===== src/rtl/period_meter_pkg.sv =====
// Shared types and event decoding for the multi-channel period meter.
package period_meter_pkg;

   typedef enum logic [1:0] {
      EM_RISE = 2'b00,
      EM_FALL = 2'b01,
      EM_ANY  = 2'b10,
      EM_HIGH = 2'b11
   } edge_mode_t;

   // Returns {arm, capture} for the selected mode given the synchronised level and its delayed copy.
   function automatic logic [1:0] decode_event(input edge_mode_t mode, input logic cur, input logic prev);
      logic       rise;
      logic       fall;
      logic [1:0] ev;
      rise = cur & ~prev;
      fall = ~cur & prev;
      case (mode)
         EM_RISE: ev = {rise, rise};
         EM_FALL: ev = {fall, fall};
         EM_ANY:  ev = {rise | fall, rise | fall};
         default: ev = {rise, fall};
      endcase
      return ev;
   endfunction

endpackage


===== src/rtl/period_meter_mc_if.sv =====
// Shared read port of the period meter: one-cycle-latency request/response.
interface period_meter_mc_if #(
   parameter int N_CH  = 4,
   parameter int CNT_W = 20
);
   localparam int RD_W = (N_CH > 1) ? $clog2(N_CH) : 1;

   logic            rd_en;
   logic [RD_W-1:0] rd_ch;
   logic            rd_valid;
   logic [CNT_W-1:0] rd_data;
   logic            rd_sat;
   logic            rd_missed;

   modport master (output rd_en, rd_ch, input rd_valid, rd_data, rd_sat, rd_missed);
   modport slave  (input rd_en, rd_ch, output rd_valid, rd_data, rd_sat, rd_missed);
endinterface


===== src/rtl/period_meter_channel.sv =====
// One measurement channel: synchroniser, event decode, saturating interval counter and capture flags.
module period_meter_channel
   import period_meter_pkg::*;
#(
   parameter int CNT_W       = 20,
   parameter int CNT_MAX     = 100000,
   parameter int SYNC_STAGES = 2
) (
   input  logic             clk,
   input  logic             as_reset_n,
   input  logic             i_sig,
   input  edge_mode_t       i_mode,
   input  logic             i_enable,
   input  logic             i_restart,
   input  logic             i_clr,
   output logic [CNT_W-1:0] o_result,
   output logic             o_sat,
   output logic             o_new,
   output logic             o_missed
);
   localparam logic [CNT_W-1:0] CNT_LIM = CNT_W'(CNT_MAX);

   logic [SYNC_STAGES-1:0] r_sync;
   logic                   r_dly;
   edge_mode_t             r_mode_prev;
   logic [CNT_W-1:0]       r_cnt;
   logic                   r_armed;
   logic [CNT_W-1:0]       r_result;
   logic                   r_sat;
   logic                   r_new;
   logic                   r_missed;

   logic [1:0]       w_ev;
   logic             w_arm;
   logic             w_cap;
   logic             w_mode_chg;
   logic             w_do_cap;
   logic [CNT_W-1:0] w_cnt_inc;

   assign w_ev       = decode_event(i_mode, r_sync[SYNC_STAGES-1], r_dly);
   assign w_arm      = w_ev[1];
   assign w_cap      = w_ev[0];
   assign w_mode_chg = (i_mode != r_mode_prev);
   // An enable rise counts as disarmed even if the armed flag has not yet dropped.
   assign w_do_cap   = i_enable & ~w_mode_chg & ~i_restart & r_armed & w_cap;
   assign w_cnt_inc  = (r_cnt == CNT_LIM) ? r_cnt : r_cnt + CNT_W'(1);

   always_ff @(posedge clk or negedge as_reset_n) begin
      if (!as_reset_n) begin
         r_sync      <= '0;
         r_dly       <= 1'b0;
         r_mode_prev <= EM_RISE;
         r_cnt       <= '0;
         r_armed     <= 1'b0;
         r_result    <= '0;
         r_sat       <= 1'b0;
         r_new       <= 1'b0;
         r_missed    <= 1'b0;
      end else begin
         r_sync      <= {r_sync[SYNC_STAGES-2:0], i_sig};
         r_dly       <= r_sync[SYNC_STAGES-1];
         r_mode_prev <= i_mode;

         if (!i_enable || w_mode_chg) begin
            r_cnt   <= '0;
            r_armed <= 1'b0;
         end else if (w_do_cap || w_arm) begin
            r_cnt   <= CNT_W'(1);
            r_armed <= 1'b1;
         end else begin
            r_cnt <= w_cnt_inc;
         end

         // A capture coinciding with a read keeps the fresh flag and starts a clean missed state.
         if (w_do_cap) begin
            r_result <= r_cnt;
            r_sat    <= (r_cnt == CNT_LIM);
            r_new    <= 1'b1;
            r_missed <= i_clr ? 1'b0 : (r_missed | r_new);
         end else if (i_clr) begin
            r_new    <= 1'b0;
            r_missed <= 1'b0;
         end
      end
   end

   assign o_result = r_result;
   assign o_sat    = r_sat;
   assign o_new    = r_new;
   assign o_missed = r_missed;

endmodule


===== src/rtl/period_meter_mc.sv =====
// Multi-channel edge-to-edge interval meter: per-channel capture units behind a shared registered read port.
module period_meter_mc
   import period_meter_pkg::*;
#(
   parameter int N_CH        = 4,
   parameter int CNT_W       = 20,
   parameter int CNT_MAX     = 100000,
   parameter int SYNC_STAGES = 2
) (
   input  logic              clk,
   input  logic              as_reset_n,
   input  logic              i_enable,
   input  logic [N_CH-1:0]   i_signal_in,
   input  logic [2*N_CH-1:0] i_edge_mode,
   period_meter_mc_if.slave  rd,
   output logic [N_CH-1:0]   o_new_meas
);
   localparam int RD_W = (N_CH > 1) ? $clog2(N_CH) : 1;

   logic             r_en_prev;
   logic             r_rd_valid;
   logic [CNT_W-1:0] r_rd_data;
   logic             r_rd_sat;
   logic             r_rd_missed;

   logic             w_en_rise;
   logic             w_ch_ok;
   logic [CNT_W-1:0] w_result [N_CH];
   logic [N_CH-1:0]  w_sat;
   logic [N_CH-1:0]  w_missed;
   logic [N_CH-1:0]  w_clr;

   assign w_en_rise = i_enable & ~r_en_prev;
   assign w_ch_ok   = ({1'b0, rd.rd_ch} < (RD_W+1)'(N_CH));

   for (genvar g = 0; g < N_CH; g++) begin : g_ch
      assign w_clr[g] = rd.rd_en & w_ch_ok & (rd.rd_ch == RD_W'(g));

      period_meter_channel #(
         .CNT_W       (CNT_W),
         .CNT_MAX     (CNT_MAX),
         .SYNC_STAGES (SYNC_STAGES)
      ) u_ch (
         .clk        (clk),
         .as_reset_n (as_reset_n),
         .i_sig      (i_signal_in[g]),
         .i_mode     (edge_mode_t'(i_edge_mode[2*g+1:2*g])),
         .i_enable   (i_enable),
         .i_restart  (w_en_rise),
         .i_clr      (w_clr[g]),
         .o_result   (w_result[g]),
         .o_sat      (w_sat[g]),
         .o_new      (o_new_meas[g]),
         .o_missed   (w_missed[g])
      );
   end

   // Read data reflects channel state before any same-cycle capture; it holds between requests.
   always_ff @(posedge clk or negedge as_reset_n) begin
      if (!as_reset_n) begin
         r_en_prev   <= 1'b0;
         r_rd_valid  <= 1'b0;
         r_rd_data   <= '0;
         r_rd_sat    <= 1'b0;
         r_rd_missed <= 1'b0;
      end else begin
         r_en_prev  <= i_enable;
         r_rd_valid <= rd.rd_en;
         if (rd.rd_en) begin
            if (w_ch_ok) begin
               r_rd_data   <= w_result[rd.rd_ch];
               r_rd_sat    <= w_sat[rd.rd_ch];
               r_rd_missed <= w_missed[rd.rd_ch];
            end else begin
               r_rd_data   <= '0;
               r_rd_sat    <= 1'b0;
               r_rd_missed <= 1'b0;
            end
         end
      end
   end

   assign rd.rd_valid  = r_rd_valid;
   assign rd.rd_data   = r_rd_data;
   assign rd.rd_sat    = r_rd_sat;
   assign rd.rd_missed = r_rd_missed;

endmodule


===== src/flat_wrapper.sv =====
// flat-port wrapper written by rule: the top's interface ports become plain ports
module period_meter_mc_flat import period_meter_pkg::*;
#(
   parameter int N_CH        = 4,
   parameter int CNT_W       = 20,
   parameter int CNT_MAX     = 100000,
   parameter int SYNC_STAGES = 2
)
  (clk, as_reset_n, i_enable, i_signal_in, i_edge_mode, o_new_meas, rd_rd_en, rd_rd_ch, rd_rd_valid, rd_rd_data, rd_rd_sat, rd_rd_missed);
  period_meter_mc_if #(.N_CH(N_CH), .CNT_W(CNT_W)) rd_i ();
  input  logic clk;
  input  logic as_reset_n;
  input  logic i_enable;
  input  logic [N_CH-1:0] i_signal_in;
  input  logic [2*N_CH-1:0] i_edge_mode;
  output logic [N_CH-1:0] o_new_meas;
  input wire logic [$bits(rd_i.rd_en)-1:0] rd_rd_en;
  input wire logic [$bits(rd_i.rd_ch)-1:0] rd_rd_ch;
  output wire logic [$bits(rd_i.rd_valid)-1:0] rd_rd_valid;
  output wire logic [$bits(rd_i.rd_data)-1:0] rd_rd_data;
  output wire logic [$bits(rd_i.rd_sat)-1:0] rd_rd_sat;
  output wire logic [$bits(rd_i.rd_missed)-1:0] rd_rd_missed;
  assign rd_i.rd_en = rd_rd_en;
  assign rd_i.rd_ch = rd_rd_ch;
  assign rd_rd_valid = rd_i.rd_valid;
  assign rd_rd_data = rd_i.rd_data;
  assign rd_rd_sat = rd_i.rd_sat;
  assign rd_rd_missed = rd_i.rd_missed;
  period_meter_mc #(.N_CH(N_CH), .CNT_W(CNT_W), .CNT_MAX(CNT_MAX), .SYNC_STAGES(SYNC_STAGES)) u_core (.clk(clk), .as_reset_n(as_reset_n), .i_enable(i_enable), .i_signal_in(i_signal_in), .i_edge_mode(i_edge_mode), .rd(rd_i), .o_new_meas(o_new_meas));
endmodule

===== config.mk =====
export PLATFORM = sky130hd
export DESIGN_NAME = period_meter_mc_flat
export DESIGN_NICKNAME = d
export VERILOG_FILES = /design/src/rtl/period_meter_pkg.sv /design/src/rtl/period_meter_mc_if.sv /design/src/rtl/period_meter_channel.sv /design/src/rtl/period_meter_mc.sv /design/src/flat_wrapper.sv
export SDC_FILE = /design/constraint.sdc
export NUM_CORES = 1
export LEC_CHECK = 0
export ABC_AREA = 1
export BUFFER_PORTS_ARGS = -buffer_cell sky130_fd_sc_hd__buf_2
export CORE_ASPECT_RATIO = 1.75
export CORE_MARGIN = 1
export CORE_UTILIZATION = 50
export DETAILED_ROUTE_END_ITERATION = 7
export GPL_TIMING_DRIVEN = 0
export PLACE_DENSITY = 0.67
export SLEW_MARGIN = 20
export SYNTH_ARGS = -nofsm -noshare
export SYNTH_HDL_FRONTEND = slang
export SYNTH_SLANG_ARGS = --single-unit

===== constraint.sdc =====
create_clock -name clk -period 2.55 [get_ports clk]
set_clock_uncertainty 0.2 [all_clocks]
set_input_delay 0.1275 -clock clk [delete_from_list [all_inputs] [get_ports clk]]
set_output_delay 0.1275 -clock clk [all_outputs]
set_load 0.005 [all_outputs]

==> key figures <==
Layout
  – Seq. cell area: 0.00551 mm^2
  – N_diodes: 0
  – Non-filler cells, final: 1605
  – Post-Route Utilization: 59.0%
  – Most frequent cells in the layout: nand2_1 (324), dfrtp_1 (220), nor2_1 (168)
  – Most common cell after layout, fill and taps aside: nand2_1
  – Fillers: 1882
  – Area of the multi-input gates: 0.00427 mm^2
  – Layout cells sized above 1: 10.3%
  – Design area: 0.0120 mm^2
  – Area growth syn-to-layout: 14.7%
  – Nets@finish: 1375

Logic synthesis
  – Cells after Synth: 1252
  – Synth cell types: 41
  – Mapped Avg Cell Area: 8.36 um^2
  – Synth area leader: dfrtp_1
  – Sequential share of the synthesized area: 52.6%
  – Number of enable flip-flop cells after synthesis: 0
  – Combinational family with the most area after synthesis: simple AND/OR/NAND/NOR gates
  – Compound-Gate Fraction of Synth Area: 8.56%
  – Yosys warning total: 0
  – Post-synthesis mux area share: 0%
  – Synth Cell Area: 0.0105 mm^2
  – Synth area leaders: dfrtp_1 (53%), nand2_1 (12%), nor2_1 (6.0%)
  – Ys async rst share: 100%
  – Post-Synthesis Net Count: 1286
  – XOR/XNOR Fraction of Synth Area: 3.85%
  – Yosys reg bits: 220
  – Synth top area share: 52.6%
  – Top_reg_cell synth: dfrtp_1
  – Post-synthesis simple-gate area fraction: 26.5%
  – Post-Synth Adder-Cell Area: 1.91%

Power and ir drop
  – Sw Ratio: 22.9%
  – Sequential share of power: 49.2%
  – Clk pwr share: 44.5%
  – Internal: 5.72 mW
  – Power per cell area: 618 mW/mm^2
  – Leakage power: 5.31 nW
  – Worst vdd ir: 575 uV
  – P_sw: 1.70 mW
  – Comb pwr share: 6.3%

Detailed routing
  – Antenna-violating nets left: 0
  – Vias per cell: 5.35
  – Detailed-route DRC error count: 4
  – TritonRoute pass-1 iters: 7
  – DRT Wirelength: 27.3 mm
  – Iter 0 DRT Violations: 560
  – Via count: 8594
  – Avg WL per Cell: 17.0 um

Floorplan
  – Core area: 0.0204 mm^2
  – Die area: 0.0215 mm^2
  – Rows: 69
  – Initial Util: 51.4%
  – I/O pin total: 45
  – Die height: 193 um
  – Die span in x: 111 um

Timing
  – PnR worst setup slack: 0.518 ns
  – Fmax: 0.492 GHz
  – Worst rel slew slack: 61.4%
  – Fin crit share: 79.7%
  – Max Slew Vio Count: 0
  – Worst Tran Pin Value: 0.579 ns
  – RSZ-0062 raised after global routing: no
  – Fin. Hold Viols: 0
  – Final setup viols: 0
  – Worst hold slack: 0.0298 ns
  – Min cycle time layout: 2.03 ns

Clocking
  – Total CTS buffers: 22
  – Root Buffer: clkbuf_16
  – Hold buffers post-CTS: 19
  – Post-CTS Setup Inserts: 0
  – CTS tree: yes
  – CTS max path bufs: 3
  – Worst skew pair latency: 0.51 ns
  – Clock slew seen by the registers of the worst setup and hold paths: 0.07 ns
  – Htree depth: 1
  – Post_cts resized: 0
  – Sink Count: 220

Min path
  – Hold WC Path Type: input port to asynchronous set/reset pin

Worst setup path
  – Startpoint types: flip-flop
  – Worst Reg-to-Reg Cells: 8
  – R2R Path Start: u_core.g_ch[2].u_ch.r_sync[1]$_DFF_PN0_
  – Critical path class: flip-flop to flip-flop
  – CP endpoint kind: flip-flop
  – CP arrival: 2.21 ns
  – CP most frequent cell: nand3_1
  – Critical path cell sequence: inv_1, ha_1, nor2_1, a21oi_1, nand3_1, nand3_1, clkbuf_1, o21ai_0
  – Worst stage delay on the critical path: 0.39 ns
  – CP Max Fanout: 10
  – Reg2reg end: u_core.g_ch[2].u_ch.o_missed$_DFFE_PN0P_
  – Critical path's slowest cell: clkbuf_1
  – Worst path required time: 2.73 ns
  – Slack of the worst reg-to-reg path: 0.52 ns

Global routing
  – Initial antenna violation count: 0
  – Vias in the first global route: 8856
  – Pin count of the biggest net entering global routing: 96
  – GRT Overall Usage: 26.7%
  – GRT overflow: 0
  – First-pass GRT wire length: 45.1 mm

Placement
  – I/O Buffers: 44
  – Gp weighted congestion: 0.926
  – Placed Instances: 1546
  – Post-Place Cell Area: 0.0111 mm^2
  – Post-DP HPWL: 20.8 mm
  – Pre-CTS setup slack: 0.511 ns

Run status
  – Outcome: finished with violations
  – Failing checks: design-rule violations

Job
  – Max-Cap Viols: 0
cell usage after synthesis, types with 2 or more instances:
cell,n
o21a_1,2
o21ai_1,26
dfrtp_1,220
nand3_4,3
nand2_4,2
o21ai_0,74
and2_1,2
buf_2,10
buf_6,2
a31oi_1,7
nand4_1,32
nor3_1,25
inv_1,124
inv_2,8
nand2_1,324
nor2_2,16
clkbuf_2,3
ha_1,16
nor2_1,168
buf_4,5
a21oi_1,10
a22oi_1,22
a41oi_1,12
nand3_1,58
clkbuf_1,18
nor2_4,4
xor2_1,45
worst max-delay path: cells and delay by family (launching register included):
family                     cells  cell delay [ns]
AOI/OAI and AO/OA              2             0.26
adders and majority gates      1             0.28
buffers and inverters          2             0.45
DFF                            1             0.37
and+or+nand+nor                3             0.35
power by group through the flow:
| stage | combinational [mW] | sequential (mW) | clock (mW) |
|---|---|---|---|
| 6_report | 0.467 | 3.65 | 3.30 |
| 4_1_cts | 0.478 | 3.65 | 3.36 |
| 2_1_floorplan | 0.238 | 3.69 | 0 |
| 3_3_place_gp | 0.428 | 3.71 | 0 |
| 5_1_grt | 0.534 | 3.66 | 3.50 |
| 3_5_place_dp | 0.449 | 3.72 | 0 |
worst max-delay path by stage:
stage | start | to | slack [ns] | cells after the start
floorplan | u_core.g_ch[0].u_ch.r_sync[1]$_DFF_PN0_ | u_core.g_ch[0].u_ch.r_cnt[11]$_DFFE_PN0P_ | 0.77 | 9
global placement | as_reset_n | u_core.g_ch[3].u_ch.r_cnt[15]$_DFFE_PN0P_ | -2.65 | 1
detailed placement | u_core.g_ch[2].u_ch.r_sync[1]$_DFF_PN0_ | u_core.g_ch[2].u_ch.o_missed$_DFFE_PN0P_ | 0.51 | 8
CTS | u_core.g_ch[2].u_ch.r_sync[1]$_DFF_PN0_ | u_core.g_ch[2].u_ch.r_cnt[13]$_DFFE_PN0P_ | 0.47 | 9
global route | u_core.g_ch[2].u_ch.r_sync[1]$_DFF_PN0_ | u_core.g_ch[2].u_ch.r_cnt[12]$_DFFE_PN0P_ | 0.27 | 9
finish | u_core.g_ch[2].u_ch.r_sync[1]$_DFF_PN0_ | u_core.g_ch[2].u_ch.o_missed$_DFFE_PN0P_ | 0.52 | 8
state kept, by name, indices dropped and copies added, names as in the netlist, 4 cells and up:
signal                        flops
u_core.g_ch.u_ch.o_sat            4
u_core.g_ch.u_ch.o_missed         4
u_core.g_ch.u_ch.r_sync           8
u_core.g_ch.u_ch.r_armed          4
u_core.g_ch.u_ch.r_dly            4
u_core.rd.rd_data                20
u_core.g_ch.u_ch.r_cnt           80
u_core.g_ch.u_ch.r_mode_prev      8
u_core.g_ch.u_ch.o_result        80
u_core.g_ch.u_ch.o_new            4
cells by family after synthesis:
kind of cell             Yosys count
AO/OA/AOI/OAI                    155
XOR/XNOR                          46
adder cells (fa/ha/maj)           16
buffers and inverters            172
flip-flops                       220
AND/OR/NAND/NOR                  643
metrics by stage:
stage                     TNS (ns)  power, mW
after floorplan                  0       3.93
after global placement     -579.05       4.14
after detailed placement         0       4.16
after CTS                        0       7.49
after global routing             0       7.69
final                            0       7.42
per-layer routing:
layer	GRT usage [%]	wire length, um
met5	0	0
met4	17.2	1920
met3	3.01	906
met2	49.5	14500
met1	28.2	9890
cell type report:
cell class,instances,area share (%)
Tap cell,248,2.58
Clock inverter,7,0.708
Buffer,39,1.64
Multi-Input combinational cell,860,35.5
Sequential cell,220,45.8
Clock buffer,33,5.44
Inverter,133,4.16
Timing Repair Buffer,65,4.10
Note: power is estimated with default switching activity, not from simulation.
